[config.mk]
export PLATFORM = sky130hd
export DESIGN_NAME = ckpt_freelist
export DESIGN_NICKNAME = d
export VERILOG_FILES = /design/src/rtl/ckpt_freelist.sv
export SDC_FILE = /design/constraint.sdc
export NUM_CORES = 1
export LEC_CHECK = 0
export ABC_AREA = 1
export BUFFER_PORTS_ARGS = -buffer_cell sky130_fd_sc_hd__buf_2
export CAP_MARGIN = 10
export CELL_PAD_IN_SITES_DETAIL_PLACEMENT = 0
export CELL_PAD_IN_SITES_GLOBAL_PLACEMENT = 1
export CORE_ASPECT_RATIO = 1.5
export CORE_MARGIN = 1
export CORE_UTILIZATION = 45
export DETAILED_ROUTE_END_ITERATION = 10
export PLACE_DENSITY = 0.74
export SETUP_SLACK_MARGIN = 0.02
export SYNTH_ARGS = -nofsm -noshare
export SYNTH_HDL_FRONTEND = slang
export SYNTH_SLANG_ARGS = --single-unit
[constraint.sdc]
create_clock -name clk -period 8.5 [get_ports clk]
set_clock_uncertainty 0.15 [all_clocks]
set_input_delay 0.425 -clock clk [delete_from_list [all_inputs] [get_ports clk]]
set_output_delay 0.425 -clock clk [all_outputs]
set_load 0.05 [all_outputs]
[src/rtl/ckpt_freelist.sv]
// Physical register free list with branch checkpoints: allocates up to ALLOC_W
// registers per cycle and rolls back allocations on mispredict recovery.
module ckpt_freelist #(
  parameter int NUM_PREGS = 64,
  parameter int NUM_AREGS = 16,
  parameter int ALLOC_W   = 2,
  parameter int FREE_W    = 2,
  parameter int NUM_CKPT  = 4,
  parameter int PW        = $clog2(NUM_PREGS),
  parameter int CW        = $clog2(NUM_CKPT)
) (
  input  logic                  clk,
  input  logic                  reset,
  input  logic [ALLOC_W-1:0]    alloc_req,
  output logic                  alloc_ok,
  output logic [ALLOC_W*PW-1:0] alloc_preg,
  input  logic [FREE_W-1:0]     free_valid,
  input  logic [FREE_W*PW-1:0]  free_preg,
  input  logic                  ckpt_take,
  output logic                  ckpt_ok,
  output logic [CW-1:0]         ckpt_tag,
  input  logic                  ckpt_release,
  input  logic                  ckpt_restore,
  input  logic [CW-1:0]         ckpt_restore_tag,
  output logic [PW:0]           num_free,
  output logic [CW:0]           ckpt_count,
  output logic                  err_double_free
);

  localparam int AW = (ALLOC_W > 1) ? $clog2(ALLOC_W) : 1;
  localparam logic [CW:0] CKPT_FULL = (CW+1)'(NUM_CKPT);

  logic [NUM_PREGS-1:0] free_vec;
  logic [NUM_PREGS-1:0] slot_mask [NUM_CKPT];
  logic [NUM_CKPT-1:0]  slot_valid;
  logic [CW-1:0]        head;
  logic [CW-1:0]        tail;
  logic [CW:0]          count;
  logic                 err_q;

  logic [NUM_PREGS-1:0] rem;
  logic [PW-1:0]        pick [ALLOC_W];
  logic [NUM_PREGS-1:0] grant_mask;
  logic [NUM_PREGS-1:0] alloc_mask;
  logic [NUM_PREGS-1:0] free_mask;
  logic [PW:0]          req_cnt;
  logic [PW:0]          free_cnt;
  logic [AW-1:0]        rank;
  logic                 dbl_free;
  logic [PW-1:0]        fp;
  logic                 take_ok;
  logic                 rel_ok;
  logic                 restore_hit;
  logic [CW-1:0]        pos_k;
  logic [CW-1:0]        pos_s;
  logic [NUM_CKPT-1:0]  restore_inv;

  // Lowest-index free registers, in ascending order, one per possible grant.
  always_comb begin
    rem = free_vec;
    for (int k = 0; k < ALLOC_W; k++) begin
      pick[k] = '0;
      for (int i = NUM_PREGS-1; i >= 0; i--) begin
        if (rem[i]) pick[k] = PW'(i);
      end
      rem[pick[k]] = 1'b0;
    end
  end

  // Lanes are ranked over requesting lanes only, so lane j of a sparse
  // request still receives the lowest free register not taken by a lower lane.
  always_comb begin
    rank       = '0;
    grant_mask = '0;
    req_cnt    = '0;
    alloc_preg = '0;
    for (int j = 0; j < ALLOC_W; j++) begin
      if (alloc_req[j]) begin
        alloc_preg[j*PW +: PW] = pick[rank];
        grant_mask[pick[rank]] = 1'b1;
        rank    = rank + 1'b1;
        req_cnt = req_cnt + 1'b1;
      end
    end
  end

  always_comb begin
    free_cnt = '0;
    for (int i = 0; i < NUM_PREGS; i++) begin
      free_cnt = free_cnt + {{PW{1'b0}}, free_vec[i]};
    end
  end

  // alloc_req/alloc_ok: a request is granted in full in the cycle alloc_ok is
  // high (the registers on alloc_preg are consumed at that edge); otherwise
  // nothing is consumed and the requester simply re-presents next cycle.
  assign alloc_ok   = !reset && !ckpt_restore && (alloc_req != '0) &&
                      (req_cnt <= free_cnt);
  assign alloc_mask = alloc_ok ? grant_mask : '0;

  always_comb begin
    free_mask = '0;
    dbl_free  = 1'b0;
    fp        = '0;
    for (int p = 0; p < FREE_W; p++) begin
      if (free_valid[p]) begin
        fp = free_preg[p*PW +: PW];
        if (free_vec[fp] || free_mask[fp]) dbl_free = 1'b1;
        free_mask[fp] = 1'b1;
      end
    end
  end

  // A full FIFO still accepts a take when the oldest slot retires that cycle.
  assign rel_ok  = ckpt_release && (count != '0) && !ckpt_restore;
  assign take_ok = !reset && ckpt_take && !ckpt_restore &&
                   ((count < CKPT_FULL) || rel_ok);
  assign ckpt_ok = take_ok;

  // Restore discards the target slot and every younger one; age is measured
  // as distance from tail so a full FIFO (head == tail) is handled correctly.
  assign restore_hit = ckpt_restore && slot_valid[ckpt_restore_tag];
  assign pos_k       = ckpt_restore_tag - tail;

  always_comb begin
    restore_inv = '0;
    pos_s       = '0;
    for (int s = 0; s < NUM_CKPT; s++) begin
      pos_s = CW'(s) - tail;
      restore_inv[s] = (pos_s >= pos_k);
    end
  end

  always_ff @(posedge clk) begin
    if (reset) begin
      for (int i = 0; i < NUM_PREGS; i++) free_vec[i] <= (i >= NUM_AREGS);
      for (int s = 0; s < NUM_CKPT; s++) slot_mask[s] <= '0;
      slot_valid <= '0;
      head       <= '0;
      tail       <= '0;
      count      <= '0;
      err_q      <= 1'b0;
    end else begin
      err_q    <= err_q | dbl_free;
      free_vec <= (free_vec & ~alloc_mask) | free_mask |
                  (restore_hit ? slot_mask[ckpt_restore_tag] : '0);

      for (int s = 0; s < NUM_CKPT; s++) begin
        if (take_ok && (CW'(s) == head)) begin
          slot_mask[s] <= '0;
        end else if (slot_valid[s]) begin
          slot_mask[s] <= (slot_mask[s] | alloc_mask) & ~free_mask;
        end
      end

      if (ckpt_restore) begin
        if (restore_hit) begin
          slot_valid <= slot_valid & ~restore_inv;
          head       <= ckpt_restore_tag;
          count      <= {1'b0, pos_k};
        end
      end else begin
        if (rel_ok) begin
          slot_valid[tail] <= 1'b0;
          tail             <= tail + 1'b1;
        end
        if (take_ok) begin
          slot_valid[head] <= 1'b1;
          head             <= head + 1'b1;
        end
        count <= count + (CW+1)'(take_ok) - (CW+1)'(rel_ok);
      end
    end
  end

  assign ckpt_tag        = head;
  assign num_free        = free_cnt;
  assign ckpt_count      = count;
  assign err_double_free = err_q;

endmodule
==> results of run 1 <==
path summary, 6_finish.rpt:
check,startpoint,to,slack [ns]
min,ckpt_restore,ckpt_tag[1],0.04
max,free_vec[62],alloc_preg[6],-0.22
min reg2reg,ckpt_count[0],ckpt_count[0],0.37
max reg2reg,free_vec[62],slot_mask[0][18],-0.10
cell usage after synthesis (6+ instances only):
| cell type | count |
|---|---|
| dfxtp_1 | 76 |
| a31oi_1 | 58 |
| a22o_1 | 7 |
| a21oi_2 | 20 |
| nor3_1 | 31 |
| o21a_1 | 9 |
| o21ai_1 | 25 |
| inv_1 | 435 |
| buf_1 | 14 |
| clkbuf_1 | 102 |
| o22ai_1 | 42 |
| ha_1 | 34 |
| a22oi_1 | 9 |
| buf_2 | 6 |
| o41ai_1 | 6 |
| o21ai_0 | 150 |
| a221oi_1 | 19 |
| inv_2 | 24 |
| nand3_1 | 119 |
| nand2_2 | 11 |
| fa_1 | 57 |
| nand2_1 | 911 |
| edfxtp_1 | 256 |
| a21oi_1 | 446 |
| nand4_1 | 19 |
| o31a_1 | 8 |
| nor2_1 | 256 |
| clkinv_1 | 14 |
cell families after synthesis:
group	Yosys count	share of synthesized area [%]
adders and majority gates	91	6.71
xor gates and xnor gates	7	0.263
AOI/OAI and AO/OA	834	20.1
and+or+nand+nor	1367	23.6
DFF	332	39.4
buffers and inverters	602	9.89
registers in the layout, indices dropped and copies added (netlist names):
name             cells
slot_mask          256
free_vec            64
slot_valid           4
ckpt_count           3
ckpt_tag             2
tail                 2
err_double_free      1
cell type report:
| class | count | area (sq um) |
|---|---|---|
| repair buffers | 201 | 1450 |
| inverters | 475 | 1800 |
| fillers | 5019 | 24300 |
| flip-flops and latches | 332 | 9210 |
| diodes | 1 | 2.50 |
| clock buffers | 49 | 948 |
| well taps | 669 | 837 |
| clock inverters | 15 | 183 |
| multi-input cells | 2299 | 12200 |
what timing repair did:
action / in CTS / in global routing
hold endpoints to repair: 1 / 0
resized for setup: 19 / 77
setup endpoints to repair: 2 / 322
setup buffers: 10 / 4
hold buffers: 1 / 0
cloned: 0 / 0
pin swaps: 2 / 6
power by group through the flow:
stage | clock network, mW | registers, mW | logic [mW]
after floorplan | 0 | 1.91 | 1.27
after global placement | 0 | 1.90 | 1.80
after detailed placement | 0 | 1.90 | 1.81
after CTS | 1.60 | 1.87 | 1.84
after global routing | 1.65 | 1.88 | 2.01
final | 1.58 | 1.87 | 1.89
tightest hold or removal path: stages:
cell and delay, ns:
buf_2 0.14, nand2_1 0.06, a31oi_1 0.07
per-layer routing:
layer,track usage (%),wire length [um],up-vias
li1,-,-,11000
met1,42.6,36900,11200
met2,62.9,47600,1225
met3,5.84,7080,353
met4,29.8,8900,0
met5,0,0,-
==> out/summary.txt, run 1 <==
Psw -> 2.09 mW
Final max-slew violation count -> 0
CP max-delay cell -> dfxtp_2
Startpoint Class -> flip-flop
Max_slew headroom -> 22.7%
Iter 0 DRT Violations -> 1905
CTS tree -> built
Clk root buf -> clkbuf_16
TritonRoute pass-1 iters -> 9
Hold WS -> 0.0402 ns
Die area -> 0.0528 sq mm
Pwr Total -> 5.34 mW
Total grt overflow -> 0
WP depth -> 132
Top FF cell, synth -> edfxtp_1
Core ar. -> 0.0509 sq mm
Pin count of the biggest net entering global routing -> 121
Synth Instances -> 3233
Area share of the largest cell type after synthesis -> 32.9%
Reg clk slew, reported paths -> 0.06 ns
Fin crit period -> 8.72 ns
Int Power -> 3.25 mW
Chip Width -> 188 um
Placed cell areas -> 0.0250 sq mm
F_max -> 115 MHz
R2r worst-path depth -> 107
Outcome -> finished, violations left
CTS buffer count -> 35
Setup TNS -> -2.50 ns
# rows -> 101
Vias per inst -> 5.87
Remaining DRCs -> 0
Mean Syn Cell Area -> 7.22 sq um
Max VDD drop -> 438 uV
First-pass GRT wire length -> 145000 um
H-tree depth -> 2
Routed vias -> 23700
Area Overhead vs Synth -> 14.0%
Mapped Area -> 0.0233 sq mm
Fraction of layout cells with a size suffix above 1 -> 11.8%
Place WS -> 0.0886 ns
Kind of end point of the critical path -> output pin
Antenna violations before repair -> 1
Finished Layout Cells -> 4041
Mapped Nets -> 3347
Async S/R FF share, synth -> 0%
Crit path DAT -> 8.14 ns
Clock latency on the worst-skew pair -> 0.57 ns
Sequential share of power -> 35.0%
RSZ-0062 raised after global routing -> yes
EDFF count, synth -> 256
Synth top area cells -> edfxtp_1 33%, nand2_1 15%, a21oi_1 9.6%, inv_1 7.0%, dfxtp_1 6.5%
GPL Wtd Cong -> 1.05
Pwr dens -> 201 mW/mm^2
Worst Hold Depth -> 3
Clock network fraction of total power -> 29.6%
Max Buffers Root-to-Sink -> 3
Delay of the slowest critical-path stage -> 0.33 ns
Synth Register Bits -> 332
Largest fanout on the critical path -> 7
Sequential-to-total area share from yosys stat -> 39.4%
Logic pwr share -> 35.4%
Initial core utilization -> 45.8%
Final hold vios -> 0
HP Class -> in2reg
Failing checks -> negative setup slack
P_leak -> 11.0 nW
Final period utilization -> 103%
Dpl cells -> 3961
Cell variety after synth -> 57
GRT Total Usage -> 37.5%
Final cell utilization of the core -> 52.3%
DIE HEIGHT -> 281 um
Yosys top cell by area -> edfxtp_1
DP Wirelength -> 72100 um
# port buffers -> 49
# nets final -> 3458
Final setup violation count -> 72
Io pins -> 50
Clock sink count -> 332
Commonest non-fill, non-tap cells in the layout -> 869 x nand2_1, 432 x inv_1, 429 x a21oi_1
Crit path max-delay family -> simple AND/OR/NAND/NOR gates
Switching Share -> 39.2%
Data required time of the worst path -> 7.93 ns
Most common cell after layout, fill and taps aside -> nand2_1
Worst-margin pin slew -> 1.16 ns
Final WL -> 101000 um
Detail Route Antenna Nets -> 0
Setup Crit Path Kind -> reg2out
Setup ws final -> -0.220 ns
Max-cap violations -> 0
YS warnings -> 0
Design Area, Final -> 0.0266 sq mm
Cell mode on critical path -> nand2_1
Number of global-route vias before repair -> 22800
WL per Instance -> 24.9 um
Worst Path Buf+Inv -> 3
(Power assumes the default switching activity.)
==> inputs of run 2 (changes only) <==
--- a/config.mk
+++ b/config.mk
@@ -6,7 +6,7 @@
 export NUM_CORES = 1
 export LEC_CHECK = 0
 export ABC_AREA = 1
-export BUFFER_PORTS_ARGS = -buffer_cell sky130_fd_sc_hd__buf_2
+export BUFFER_PORTS_ARGS = -buffer_cell sky130_fd_sc_hd__buf_4
 export CAP_MARGIN = 10
 export CELL_PAD_IN_SITES_DETAIL_PLACEMENT = 0
 export CELL_PAD_IN_SITES_GLOBAL_PLACEMENT = 1
==> out/summary.txt, run 2 (same netlist as run 1, synthesis figures left out) <==
Outcome -> finished, violations left
Failing checks -> negative setup slack
First-pass GRT wire length -> 148000 um
Area Overhead vs Synth -> 17.5%
WP depth -> 26
Commonest non-fill, non-tap cells in the layout -> 843 x nand2_1, 432 x inv_1, 383 x a21oi_1
Clock sink count -> 332
Iter 0 DRT Violations -> 2112
Initial core utilization -> 45.8%
Crit path max-delay family -> adder cells
Final WL -> 103000 um
Regs by FF count -> slot_mask x256, free_vec x64, slot_valid x4
Antenna violations before repair -> 0
Design Area, Final -> 0.0274 sq mm
Clk root buf -> clkbuf_16
RSZ-0062 raised after global routing -> yes
H-tree depth -> 2
Psw -> 2.19 mW
Core ar. -> 0.0509 sq mm
TritonRoute pass-1 iters -> 7
Max_slew headroom -> 18.1%
Chip Width -> 188 um
CTS tree -> built
Setup TNS -> -2.02 ns
Max Buffers Root-to-Sink -> 3
# nets final -> 3466
Clock network fraction of total power -> 28.4%
Largest Register -> slot_mask
Max-cap violations -> 0
Delay of the slowest critical-path stage -> 0.59 ns
Final max-slew violation count -> 0
Vias per inst -> 5.95
Final hold vios -> 0
Routed vias -> 24100
Switching Share -> 39.7%
Setup Crit Path Kind -> reg2out
Placed cell areas -> 0.0251 sq mm
Reg clk slew, reported paths -> 0.06 ns
Largest fanout on the critical path -> 28
Total grt overflow -> 0
# port buffers -> 49
Pwr dens -> 201 mW/mm^2
Worst Hold Depth -> 3
Place WS -> 0.0990 ns
Io pins -> 50
Pin count of the biggest net entering global routing -> 128
Clock latency on the worst-skew pair -> 0.56 ns
Final cell utilization of the core -> 53.9%
Final period utilization -> 102%
CP max-delay cell -> fa_1
Largest register FFs -> 256
Remaining DRCs -> 0
DP Wirelength -> 71300 um
Fraction of layout cells with a size suffix above 1 -> 15.2%
R2r worst-path depth -> 107
GPL Wtd Cong -> 1.04
Fin crit period -> 8.67 ns
WL per Instance -> 25.4 um
P_leak -> 11.3 nW
Detail Route Antenna Nets -> 0
Cell mode on critical path -> fa_1
Final setup violation count -> 71
# rows -> 101
Filler cells -> 4977
Die area -> 0.0528 sq mm
Number of global-route vias before repair -> 23200
Setup ws final -> -0.166 ns
Max VDD drop -> 417 uV
Worst Path Buf+Inv -> 11
Worst-margin pin slew -> 1.23 ns
Diodes inserted -> 0
Pwr Total -> 5.52 mW
Crit path DAT -> 8.09 ns
Most common cell after layout, fill and taps aside -> nand2_1
F_max -> 115 MHz
Kind of end point of the critical path -> output pin
Logic pwr share -> 37.7%
DIE HEIGHT -> 281 um
Sequential share of power -> 33.9%
Int Power -> 3.33 mW
Startpoint Class -> flip-flop
GRT Total Usage -> 37.9%
Data required time of the worst path -> 7.93 ns
HP Class -> in2reg
CTS buffer count -> 36
-- run 2: changes by cell type in the layout (fill, tap and decap cells not counted), sizes merged --
cell | previous run | this run
clkbuf | 49 | 54
buf | 200 | 204
bufinv | 4 | 0
clkinv | 22 | 24
clkinvlp | 0 | 2
diode | 1 | 0
-- run 2: area by class of cell --
cell class	count	area [sq um]	area share, %
timing repair inverter	2	31.3	0.114
timing repair buffer	206	1750	6.36
clock buffer	53	1060	3.85
sequential	332	9210	33.6
inverter	475	1820	6.63
tap	669	837	3.05
clock inverter	13	85.1	0.310
multi-input combinational	2299	12700	46.1
-- run 2: path summary, 6_finish.rpt --
check / startpoint / slack (ns) / to
setup / recovery: free_vec[47] / -0.17 / alloc_ok
hold / removal: ckpt_restore / 0.03 / ckpt_tag[0]
setup reg to reg: free_vec[62] / -0.07 / slot_mask[2][38]
hold reg to reg: ckpt_count[0] / 0.36 / ckpt_count[0]
-- run 2: power by group through the flow --
| stage | combinational, mW | sequential (mW) | clock, mW |
|---|---|---|---|
| 2_1_floorplan | 1.27 | 1.91 | 0 |
| 3_3_place_gp | 1.89 | 1.90 | 0 |
| 3_5_place_dp | 1.91 | 1.90 | 0 |
| 4_1_cts | 1.95 | 1.87 | 1.58 |
| 5_1_grt | 2.20 | 1.88 | 1.63 |
| 6_report | 2.08 | 1.87 | 1.57 |
-- run 2: through the flow --
stage          std cells  hold slack (ns)
3_5_place_dp        3950            0.352
6_report            4049           0.0349
5_1_grt             4049           0.0567
3_3_place_gp        3950            0.348
4_1_cts             4029           0.0270
2_1_floorplan       3233            0.302
-- run 2: metal layers --
metal,GRT usage (%),part of all wire [%],vias up
met4,30.0,8.9,0
met1,42.8,36,11400
met2,63.3,47,1291
met3,6.27,7.7,403
met5,0,0,-
li1,-,-,11000
-- run 2: tightest hold or removal path: stages --
cell	delay [ns]
buf_4	0.14
nand2_1	0.06
a31oi_1	0.07
-- run 2: timing repair --
item,CTS,global route
hold buffers,1,0
resized for setup,14,221
gates cloned,0,3
buffers inserted,12,17
endpoints found under the hold margin,1,0
pin swaps,2,21
endpoints found under the setup margin,1,323
